--- config.mk ---
export PLATFORM = sky130hd
export DESIGN_NAME = pwm_peripheral_flat
export DESIGN_NICKNAME = d
export VERILOG_FILES = /design/src/rtl/pwm_pkg.sv /design/src/rtl/pwm_peripheral_if.sv /design/src/rtl/pwm_prescaler.sv /design/src/rtl/pwm_peripheral.sv /design/src/flat_wrapper.sv
export SDC_FILE = /design/constraint.sdc
export NUM_CORES = 1
export LEC_CHECK = 0
export CAP_MARGIN = 10
export CORE_MARGIN = 1.5
export CORE_UTILIZATION = 48
export DETAILED_ROUTE_END_ITERATION = 10
export HOLD_SLACK_MARGIN = 0.12
export PLACE_DENSITY = 0.84
export SYNTH_ARGS = -nofsm -noshare
export SYNTH_HDL_FRONTEND = slang
export SYNTH_SLANG_ARGS = --single-unit
--- constraint.sdc ---
create_clock -name clk -period 3 [get_ports clk]
set_input_delay 0.45 -clock clk [delete_from_list [all_inputs] [get_ports clk]]
set_output_delay 0.45 -clock clk [all_outputs]
set_load 0.01 [all_outputs]
--- src/rtl/pwm_pkg.sv ---
// Shared constants, channel-mode encoding and small helpers for the PWM peripheral.
package pwm_pkg;

  localparam int PWM_CNT_W = 8;
  localparam int PWM_CH    = 16;

  localparam logic [PWM_CNT_W-1:0] DUTY_OFF  = 8'h00;
  localparam logic [PWM_CNT_W-1:0] DUTY_FULL = 8'hFF;

  typedef enum logic [1:0] {
    CH_OFF,
    CH_STATIC,
    CH_PWM
  } ch_mode_e;

  // Output enable dominates: a disabled channel is low whatever its PWM select says.
  function automatic ch_mode_e ch_mode(input logic en_out, input logic en_pwm);
    ch_mode_e mode;
    if (!en_out)     mode = CH_OFF;
    else if (en_pwm) mode = CH_PWM;
    else             mode = CH_STATIC;
    return mode;
  endfunction

  // Full-scale duty is held solidly high instead of dropping low at count 255.
  function automatic logic pwm_level(input logic [PWM_CNT_W-1:0] cnt,
                                     input logic [PWM_CNT_W-1:0] duty);
    logic level;
    if (duty == DUTY_OFF)       level = 1'b0;
    else if (duty == DUTY_FULL) level = 1'b1;
    else                        level = (cnt < duty);
    return level;
  endfunction

  function automatic logic ch_drive(input ch_mode_e mode, input logic level);
    logic drive;
    case (mode)
      CH_OFF:    drive = 1'b0;
      CH_STATIC: drive = 1'b1;
      CH_PWM:    drive = level;
      default:   drive = 1'b0;
    endcase
    return drive;
  endfunction

endpackage

--- src/rtl/pwm_peripheral_if.sv ---
// Configuration inputs from the register block and the channel outputs of the PWM peripheral.
interface pwm_peripheral_if;
  import pwm_pkg::*;

  logic [7:0]        en_reg_out_7_0;
  logic [7:0]        en_reg_out_15_8;
  logic [7:0]        en_reg_pwm_7_0;
  logic [7:0]        en_reg_pwm_15_8;
  logic [7:0]        pwm_duty_cycle;
  logic [PWM_CH-1:0] out;
  logic              period_start;

  modport master (
    output en_reg_out_7_0, en_reg_out_15_8, en_reg_pwm_7_0, en_reg_pwm_15_8, pwm_duty_cycle,
    input  out, period_start
  );

  modport slave (
    input  en_reg_out_7_0, en_reg_out_15_8, en_reg_pwm_7_0, en_reg_pwm_15_8, pwm_duty_cycle,
    output out, period_start
  );
endinterface

--- src/rtl/pwm_prescaler.sv ---
// Clock-enable generator: tick on the last of every CLK_DIV clocks, prescale_zero on the first.
module pwm_prescaler #(
  parameter int CLK_DIV = 3000
) (
  input  logic clk,
  input  logic rst_n,
  output logic tick,
  output logic prescale_zero
);

  generate
    if (CLK_DIV <= 1) begin : g_div1
      // Every clock is both first and last of its step; no counter needed.
      assign tick          = 1'b1;
      assign prescale_zero = 1'b1;
    end else begin : g_divn
      localparam int CNT_W = $clog2(CLK_DIV);
      localparam logic [CNT_W-1:0] CNT_LAST = CNT_W'(CLK_DIV - 1);
      localparam logic [CNT_W-1:0] CNT_ONE  = CNT_W'(1);

      logic [CNT_W-1:0] prescale_cnt_reg;
      logic [CNT_W-1:0] prescale_cnt_next;

      assign tick          = (prescale_cnt_reg == CNT_LAST);
      assign prescale_zero = (prescale_cnt_reg == '0);

      always_comb begin
        prescale_cnt_next = prescale_cnt_reg + CNT_ONE;
        if (tick) prescale_cnt_next = '0;
      end

      always_ff @(posedge clk) begin
        if (!rst_n) prescale_cnt_reg <= '0;
        else        prescale_cnt_reg <= prescale_cnt_next;
      end
    end
  endgenerate

endmodule

--- src/rtl/pwm_peripheral.sv ---
// 16-channel PWM output stage (off / static high / PWM per channel) with a shared 8-bit counter.
// Optional macro PWM_SHADOW_UPDATE_EN defers duty changes to the next period start.
module pwm_peripheral
  import pwm_pkg::*;
#(
  parameter int CLK_DIV = 3000
) (
  input  logic              clk,
  input  logic              rst_n,
  pwm_peripheral_if.slave   bus
);

  logic                 tick;
  logic                 prescale_zero;
  logic [PWM_CNT_W-1:0] pwm_cnt_reg;
  logic [PWM_CNT_W-1:0] pwm_cnt_next;
  logic                 period_cond;
  logic [PWM_CNT_W-1:0] duty_eff;
  logic                 pwm_level_c;
  logic [PWM_CH-1:0]    en_out;
  logic [PWM_CH-1:0]    en_pwm;
  logic [PWM_CH-1:0]    out_reg;
  logic [PWM_CH-1:0]    out_next;
  logic                 period_start_reg;

  pwm_prescaler #(.CLK_DIV(CLK_DIV)) u_prescaler (
    .clk           (clk),
    .rst_n         (rst_n),
    .tick          (tick),
    .prescale_zero (prescale_zero)
  );

  assign pwm_cnt_next = tick ? pwm_cnt_reg + PWM_CNT_W'(1) : pwm_cnt_reg;
  assign period_cond  = prescale_zero && (pwm_cnt_reg == '0);

  always_ff @(posedge clk) begin
    if (!rst_n) pwm_cnt_reg <= '0;
    else        pwm_cnt_reg <= pwm_cnt_next;
  end

`ifdef PWM_SHADOW_UPDATE_EN
  logic [PWM_CNT_W-1:0] duty_shadow_reg;

  always_ff @(posedge clk) begin
    if (!rst_n)           duty_shadow_reg <= '0;
    else if (period_cond) duty_shadow_reg <= bus.pwm_duty_cycle;
  end

  // Bypass on the first clock so the freshly latched value already governs it.
  assign duty_eff = period_cond ? bus.pwm_duty_cycle : duty_shadow_reg;
`else
  assign duty_eff = bus.pwm_duty_cycle;
`endif

  assign pwm_level_c = pwm_level(pwm_cnt_reg, duty_eff);
  assign en_out      = {bus.en_reg_out_15_8, bus.en_reg_out_7_0};
  assign en_pwm      = {bus.en_reg_pwm_15_8, bus.en_reg_pwm_7_0};

  generate
    for (genvar gi = 0; gi < PWM_CH; gi++) begin : g_ch
      assign out_next[gi] = ch_drive(ch_mode(en_out[gi], en_pwm[gi]), pwm_level_c);
    end
  endgenerate

  always_ff @(posedge clk) begin
    if (!rst_n) begin
      out_reg          <= '0;
      period_start_reg <= 1'b0;
    end else begin
      out_reg          <= out_next;
      period_start_reg <= period_cond;
    end
  end

  assign bus.out          = out_reg;
  assign bus.period_start = period_start_reg;

endmodule
--- src/flat_wrapper.sv ---
// flat-port wrapper written by rule: the top's interface ports become plain ports
module pwm_peripheral_flat import pwm_pkg::*;
#(
  parameter int CLK_DIV = 3000
)
  (clk, rst_n, bus_en_reg_out_7_0, bus_en_reg_out_15_8, bus_en_reg_pwm_7_0, bus_en_reg_pwm_15_8, bus_pwm_duty_cycle, bus_out, bus_period_start);
  pwm_peripheral_if bus_i ();
  input  logic clk;
  input  logic rst_n;
  input wire logic [$bits(bus_i.en_reg_out_7_0)-1:0] bus_en_reg_out_7_0;
  input wire logic [$bits(bus_i.en_reg_out_15_8)-1:0] bus_en_reg_out_15_8;
  input wire logic [$bits(bus_i.en_reg_pwm_7_0)-1:0] bus_en_reg_pwm_7_0;
  input wire logic [$bits(bus_i.en_reg_pwm_15_8)-1:0] bus_en_reg_pwm_15_8;
  input wire logic [$bits(bus_i.pwm_duty_cycle)-1:0] bus_pwm_duty_cycle;
  output wire logic [$bits(bus_i.out)-1:0] bus_out;
  output wire logic [$bits(bus_i.period_start)-1:0] bus_period_start;
  assign bus_i.en_reg_out_7_0 = bus_en_reg_out_7_0;
  assign bus_i.en_reg_out_15_8 = bus_en_reg_out_15_8;
  assign bus_i.en_reg_pwm_7_0 = bus_en_reg_pwm_7_0;
  assign bus_i.en_reg_pwm_15_8 = bus_en_reg_pwm_15_8;
  assign bus_i.pwm_duty_cycle = bus_pwm_duty_cycle;
  assign bus_out = bus_i.out;
  assign bus_period_start = bus_i.period_start;
  pwm_peripheral #(.CLK_DIV(CLK_DIV)) u_core (.clk(clk), .rst_n(rst_n), .bus(bus_i));
endmodule
==> reports/metrics.cfg <==
[status]
outcome = complete, no violations

[logic_synthesis]
ys_top_cells_by_area = dfxtp_1 43%, ha_1 8.0%, a31oi_1 5.8%
avgSynthCellArea_sq_um = 8.746
ys.warnings.count = 0
synth_top_family_by_area = simple AND/OR/NAND/NOR gates
post-synth-top-count-cell = dfxtp_1
synthesis.area_sq_um = 1714
ys_ff_latch = 37
synth_common_cells = 37 x dfxtp_1, 25 x nand2_1, 18 x inv_1, 18 x nor2_1, 16 x a31oi_1
synth-xor-area-share_pct = 6.131
synthArstFlopShare_pct = 0
syn_nets = 249
synth_compound_area_share_pct = 9.124
yosys.area_share.simple_pct = 24.89
syn_inst = 196
yosys.area.top_type_share_pct = 43.21
yosysUniqueCellTypes = 32
ys_seq_area_share_pct = 43.21
muxShareOfSynthArea_pct = 2.920
synth_flop_cell = dfxtp_1
synth_edf_count = 0
synthAdderAreaFrac_pct = 8.029
synth_top_area_cell = dfxtp_1

[routing]
wl_per_cell_microns = 12.94
drcViolationCount = 0
drt_iter0_drc = 80
ant_nets = 0
dr_total_vias = 1591
dr.pass1.iters = 4
routed_wl_microns = 3920
via_per_inst = 5.251

[die]
coreArea_sq_um = 3390
die_h_microns = 62.76
die-area_sq_um = 3939
rows = 21
start_util_pct = 50.57
ios = 59
dieWidth_microns = 62.76

[worst_setup_path]
cp.required_ns = 3.21
reg2reg_depth = 5
r2r_end = u_core.u_prescaler.g_divn.prescale_cnt_reg[7]
cpMaxStageDelayCell = clkdlybuf4s50_1
critPathMaxFanout = 12
reg2reg_from = u_core.u_prescaler.g_divn.prescale_cnt_reg[0]
cp-end-kind = register
cp_cell_sequence = clkdlybuf4s50_1 -> inv_1 -> ha_1 -> and4_1 -> o21ai_0 -> o211ai_1 -> buf_4 -> a31oi_1
r2r_setup_slack_ns = 1.19
cp-start-kind = primary input
critPathKind = in2reg
crit_arrival_ns = 2.31
critPathMaxStageDelay_ns = 0.51

[clock_tree]
cts_htree_levels = 2
cts_buffers = 5
cts_tree = built
path_clk_slew_ns = 0.11
cts.sinks = 37
cts-hold-fix-buffers = 0
ctsResizeCount = 0
clockBufferDepth = 2
clk_latency_ns = 0.34
cts_root_buffer = clkbuf_4
post_cts_buffers = 0

[layout]
finish.utilization_pct = 70.51
largest_register_ffs = 16
diodes = 0
synthToLayoutAreaGrowth_pct = 39.42
final_nets = 309
n_fill_cell = 270
drive_above_1_share_pct = 5.058

[hold_path]
min_path_cells = 1
hold_path_class = reg2reg
holdPathEnd = u_core.u_prescaler.g_divn.prescale_cnt_reg[0]
worstHoldStart = u_core.u_prescaler.g_divn.prescale_cnt_reg[0]

[sta]
hold_viol = 0
final-setup-viol-count = 0
finClkSkew_ns = 0.008849
rsz0062_at_grt = no
period_needed_ns = 2.099
setup_tns_ns = 0
max_slew_margin_pct = 64.45
fmax_ghz = 0.4765
drv_slew = 0
timing.final.crit_share_pct = 69.96
worstMarginPinSlew_ns = 0.5333

[placement]
place_congestion = 0.8196
dp_hpwl_microns = 2961
portBuffers = 58

[grt]
overflow = 0
grt_pass1_wl_microns = 6341
antenna_found_initial = 0
use_met1_pct = 23.47
grt_pass1_vias = 1435
grt.busiest_layer = met2
met3_usage_pct = 5.586
grt_max_degree = 25
grt_use_met2_pct = 36.56
grt_usage_pct = 20.32

[pwr]
p_leak_nw = 0.9752
vdd_drop_max_uv = 302.6
pwr_density_cell_nw_per_um2 = 375.0

[run]
cap_viol_max_count = 0

layout by cell type, fill, tap and decap left out, types with 11 or more instances in the layout:
cell type         n
clkdlybuf4s50_1  58
inv_1            18
a31oi_1          16
xnor2_1          11
dfxtp_1          37
nand2_1          25
ha_1             11
nor2_1           18
cells by family after synthesis:
family | count (synthesis)
XOR/XNOR | 12
adder cells (fa/ha/maj) | 11
flip-flops | 37
AND/OR/NAND/NOR | 81
buffers and inverters | 25
multiplexers | 5
AO/OA/AOI/OAI | 25
metrics by stage:
stage / cells / setup slack (ns) / hold slack (ns) / instance area [sq um] / total power, mW
after CTS: 302 / 0.4957 / 0.4964 / 2382 / 0.9076
after detailed placement: 294 / 0.1523 / 0.4702 / 2330 / 0.6568
after global placement: 294 / 0.1696 / 0.4581 / 2330 / 0.6541
after global routing: 303 / 0.7885 / 0.5067 / 2390 / 0.9388
after floorplan: 196 / 1.203 / 0.4407 / 1714 / 0.5669
final: 303 / 0.9014 / 0.4905 / 2390 / 0.8962
worst max-delay path, delay by kind of cell:
| kind | cells | cell delay [ns] |
|---|---|---|
| AOI/OAI and AO/OA | 3 | 0.56 |
| adders and majority gates | 1 | 0.28 |
| buffers and inverters | 3 | 0.84 |
| and+or+nand+nor | 1 | 0.17 |
report_power, final:
group	total (mW)	internal (mW)	switching, mW
combinational	0.130	0.0842	0.0463
clock	0.251	0.0925	0.158
sequential	0.515	0.508	0.00760
worst max-delay path by stage:
stage,startpoint,to,slack [ns],depth (start not counted)
4_1_cts,bus_pwm_duty_cycle[5],u_core.bus.out[7],0.50,7
5_1_grt,bus_pwm_duty_cycle[6],u_core.bus.out[11],0.79,8
3_3_place_gp,bus_pwm_duty_cycle[5],u_core.bus.out[5],0.17,7
2_1_floorplan,bus_pwm_duty_cycle[7],u_core.bus.out[10],1.20,7
3_5_place_dp,bus_pwm_duty_cycle[5],u_core.bus.out[11],0.15,7
6_report,bus_pwm_duty_cycle[6],u_core.bus.out[7],0.90,8
area by class of cell:
cell class	instances	area [sq um]	share of cell area (%)
clock buffer	7	45.04	1.885
sequential	37	740.7	30.99
timing repair buffer	60	595.6	24.92
multi-input combinational	134	875.8	36.65
clock inverter	1	7.507	0.3141
inverter	18	67.56	2.827
tap	46	57.56	2.408
layer usage:
metal / vias to the layer above / share of wire, %
met5: - / 0
met4: 0 / 1.1
met3: 6 / 4.1
met2: 30 / 50
met1: 746 / 44
li1: 809 / -
Note: power is estimated with default switching activity, not from simulation.
==> RTL edit (same flow settings) <==
`CLK_DIV` is set to 3000 in 3 places; all go to 750.
--- a/src/rtl/pwm_prescaler.sv
+++ b/src/rtl/pwm_prescaler.sv
@@ -1,6 +1,6 @@
 // Clock-enable generator: tick on the last of every CLK_DIV clocks, prescale_zero on the first.
 module pwm_prescaler #(
-  parameter int CLK_DIV = 3000
+  parameter int CLK_DIV = 750
 ) (
   input  logic clk,
   input  logic rst_n,
--- a/src/rtl/pwm_peripheral.sv
+++ b/src/rtl/pwm_peripheral.sv
@@ -3,7 +3,7 @@
 module pwm_peripheral
   import pwm_pkg::*;
 #(
-  parameter int CLK_DIV = 3000
+  parameter int CLK_DIV = 750
 ) (
   input  logic              clk,
   input  logic              rst_n,
--- a/src/flat_wrapper.sv
+++ b/src/flat_wrapper.sv
@@ -1,7 +1,7 @@
 // flat-port wrapper written by rule: the top's interface ports become plain ports
 module pwm_peripheral_flat import pwm_pkg::*;
 #(
-  parameter int CLK_DIV = 3000
+  parameter int CLK_DIV = 750
 )
   (clk, rst_n, bus_en_reg_out_7_0, bus_en_reg_out_15_8, bus_en_reg_pwm_7_0, bus_en_reg_pwm_15_8, bus_pwm_duty_cycle, bus_out, bus_period_start);
   pwm_peripheral_if bus_i ();
Behaviour: same outputs for any inputs over 10 cycles, from zero or initial values and one cycle with rst_n low; that may be too few to reach the edited logic, so the function may still have changed.
==> RTL edit against the unedited design <==
Setup slack better by 30 ps. Area after synthesis shrank 6.2%. Sequential share of layout area shrank 0.24 points. Synthesized cell count down 6.6%. Power decreased by 1.5%. Sequential power decreased by 5.0%. Non-clock buffer count fell by 1. Cell area is 4.7% lower. Sequential cell count down 2. Critical path type is now flip-flop to flip-flop. Wire length is 0.74% lower.
==> RTL edit: results (changes against the unedited design) <==
Route
  • WL final: 3.891 mm (was 3.920 mm)
  • Total met3 wirelength after detailed routing: 356 um (was 159 um)
  • Iter 0 DRT Violations: 56 (was 80)

Place
  • Cell count after placement: 279 (was 294)
  • Estimated wirelength of the detail-placed design: 2.926 mm (was 2.961 mm)

Global route
  • Wire length of the first global-routing pass: 6.003 mm (was 6.341 mm)
  • Largest net degree at the start of global routing: 21 (was 25)

Layout
  • Fraction of layout instances using a drive strength above 1: 0.03719 (was 0.05058)
  • Clock tree cell share of total cell area: 0.02471 (was 0.02199)
  • Filler Cells Inserted: 228 (was 270)
  • Share of the core filled with cells in the final layout: 0.7284 (was 0.7051)
  • Number of cells in the finished layout apart from fillers: 286 (was 303)
  • Number of non-clock inverters in the layout: 13 (was 18)
  • Relative area of non-clock buffer cells in the final design: 0.2581 (was 0.2492)
  • FF+latch count: 35 (was 37)
  • Area of the multi-input gates: 829.5 um^2 (was 875.8 um^2)
  • Post-layout nets: 296 (was 309)

Critical path
  • Critical path peak fanout: 7 (was 12)
  • Worst R2R End: u_core.pwm_cnt_reg[7]$_SDFFE_PN0P_ (was u_core.u_prescaler.g_divn.prescale_cnt_reg[7]$_SDFF_PP0_)
  • Delay-heaviest family, CP: simple AND/OR/NAND/NOR gates (was buffers and inverters)
  • Reg-to-reg slack, setup: 930 ps (was 1190 ps)

Timing
  • Post-Route Skew: 7.549 ps (was 8.849 ps)
  • Headroom to the max-slew limit: 0.5379 (was 0.6445)
  • Final hold slack: 513.5 ps (was 490.5 ps)

Power
  • Leakage: 0.9098 nW (was 0.9752 nW)
  • Worst supply voltage drop on vdd: 0.0003329 V (was 0.0003026 V)

Synthesis
  • Post-synth cell types: 28 (was 32)
  • Total standard cell area after synthesis: 0.001608 mm^2 (was 0.001714 mm^2)
  • Post-synthesis net count: 237 (was 249)

Status
  • Status: completed (unchanged)
## RTL edit: cell types whose count changed in the layout (fill, tap and decap cells not counted), sizes merged, moves of 3 or more
| cell | unedited run | this run |
|---|---|---|
| xor2 | 1 | 7 |
| inv | 18 | 13 |
| mux2i | 5 | 0 |
| nand2b | 5 | 0 |
| xnor2 | 11 | 6 |
| and3 | 1 | 4 |
## RTL edit: metal layers
layer | vias up | GRT usage
li1 | 764 | -
met1 | 666 | 0.2358
met2 | 57 | 0.4117
met3 | 5 | 0.08102
met4 | 0 | 0.07453
met5 | - | 0
## RTL edit: kinds of logic after synthesis
| kind of cell | after synthesis | synth area share |
|---|---|---|
| xor+xnor | 13 | 0.07082 |
| buf+inv | 20 | 0.04825 |
| compound gates | 28 | 0.1082 |
| flops | 35 | 0.4358 |
| simple gates | 75 | 0.2436 |
| fa+ha+maj | 12 | 0.09338 |
## RTL edit: power breakdown
group	internal [W]	switching, W
registers	0.000481	0.00000840
logic	0.0000828	0.0000452
clock network	0.000109	0.000157
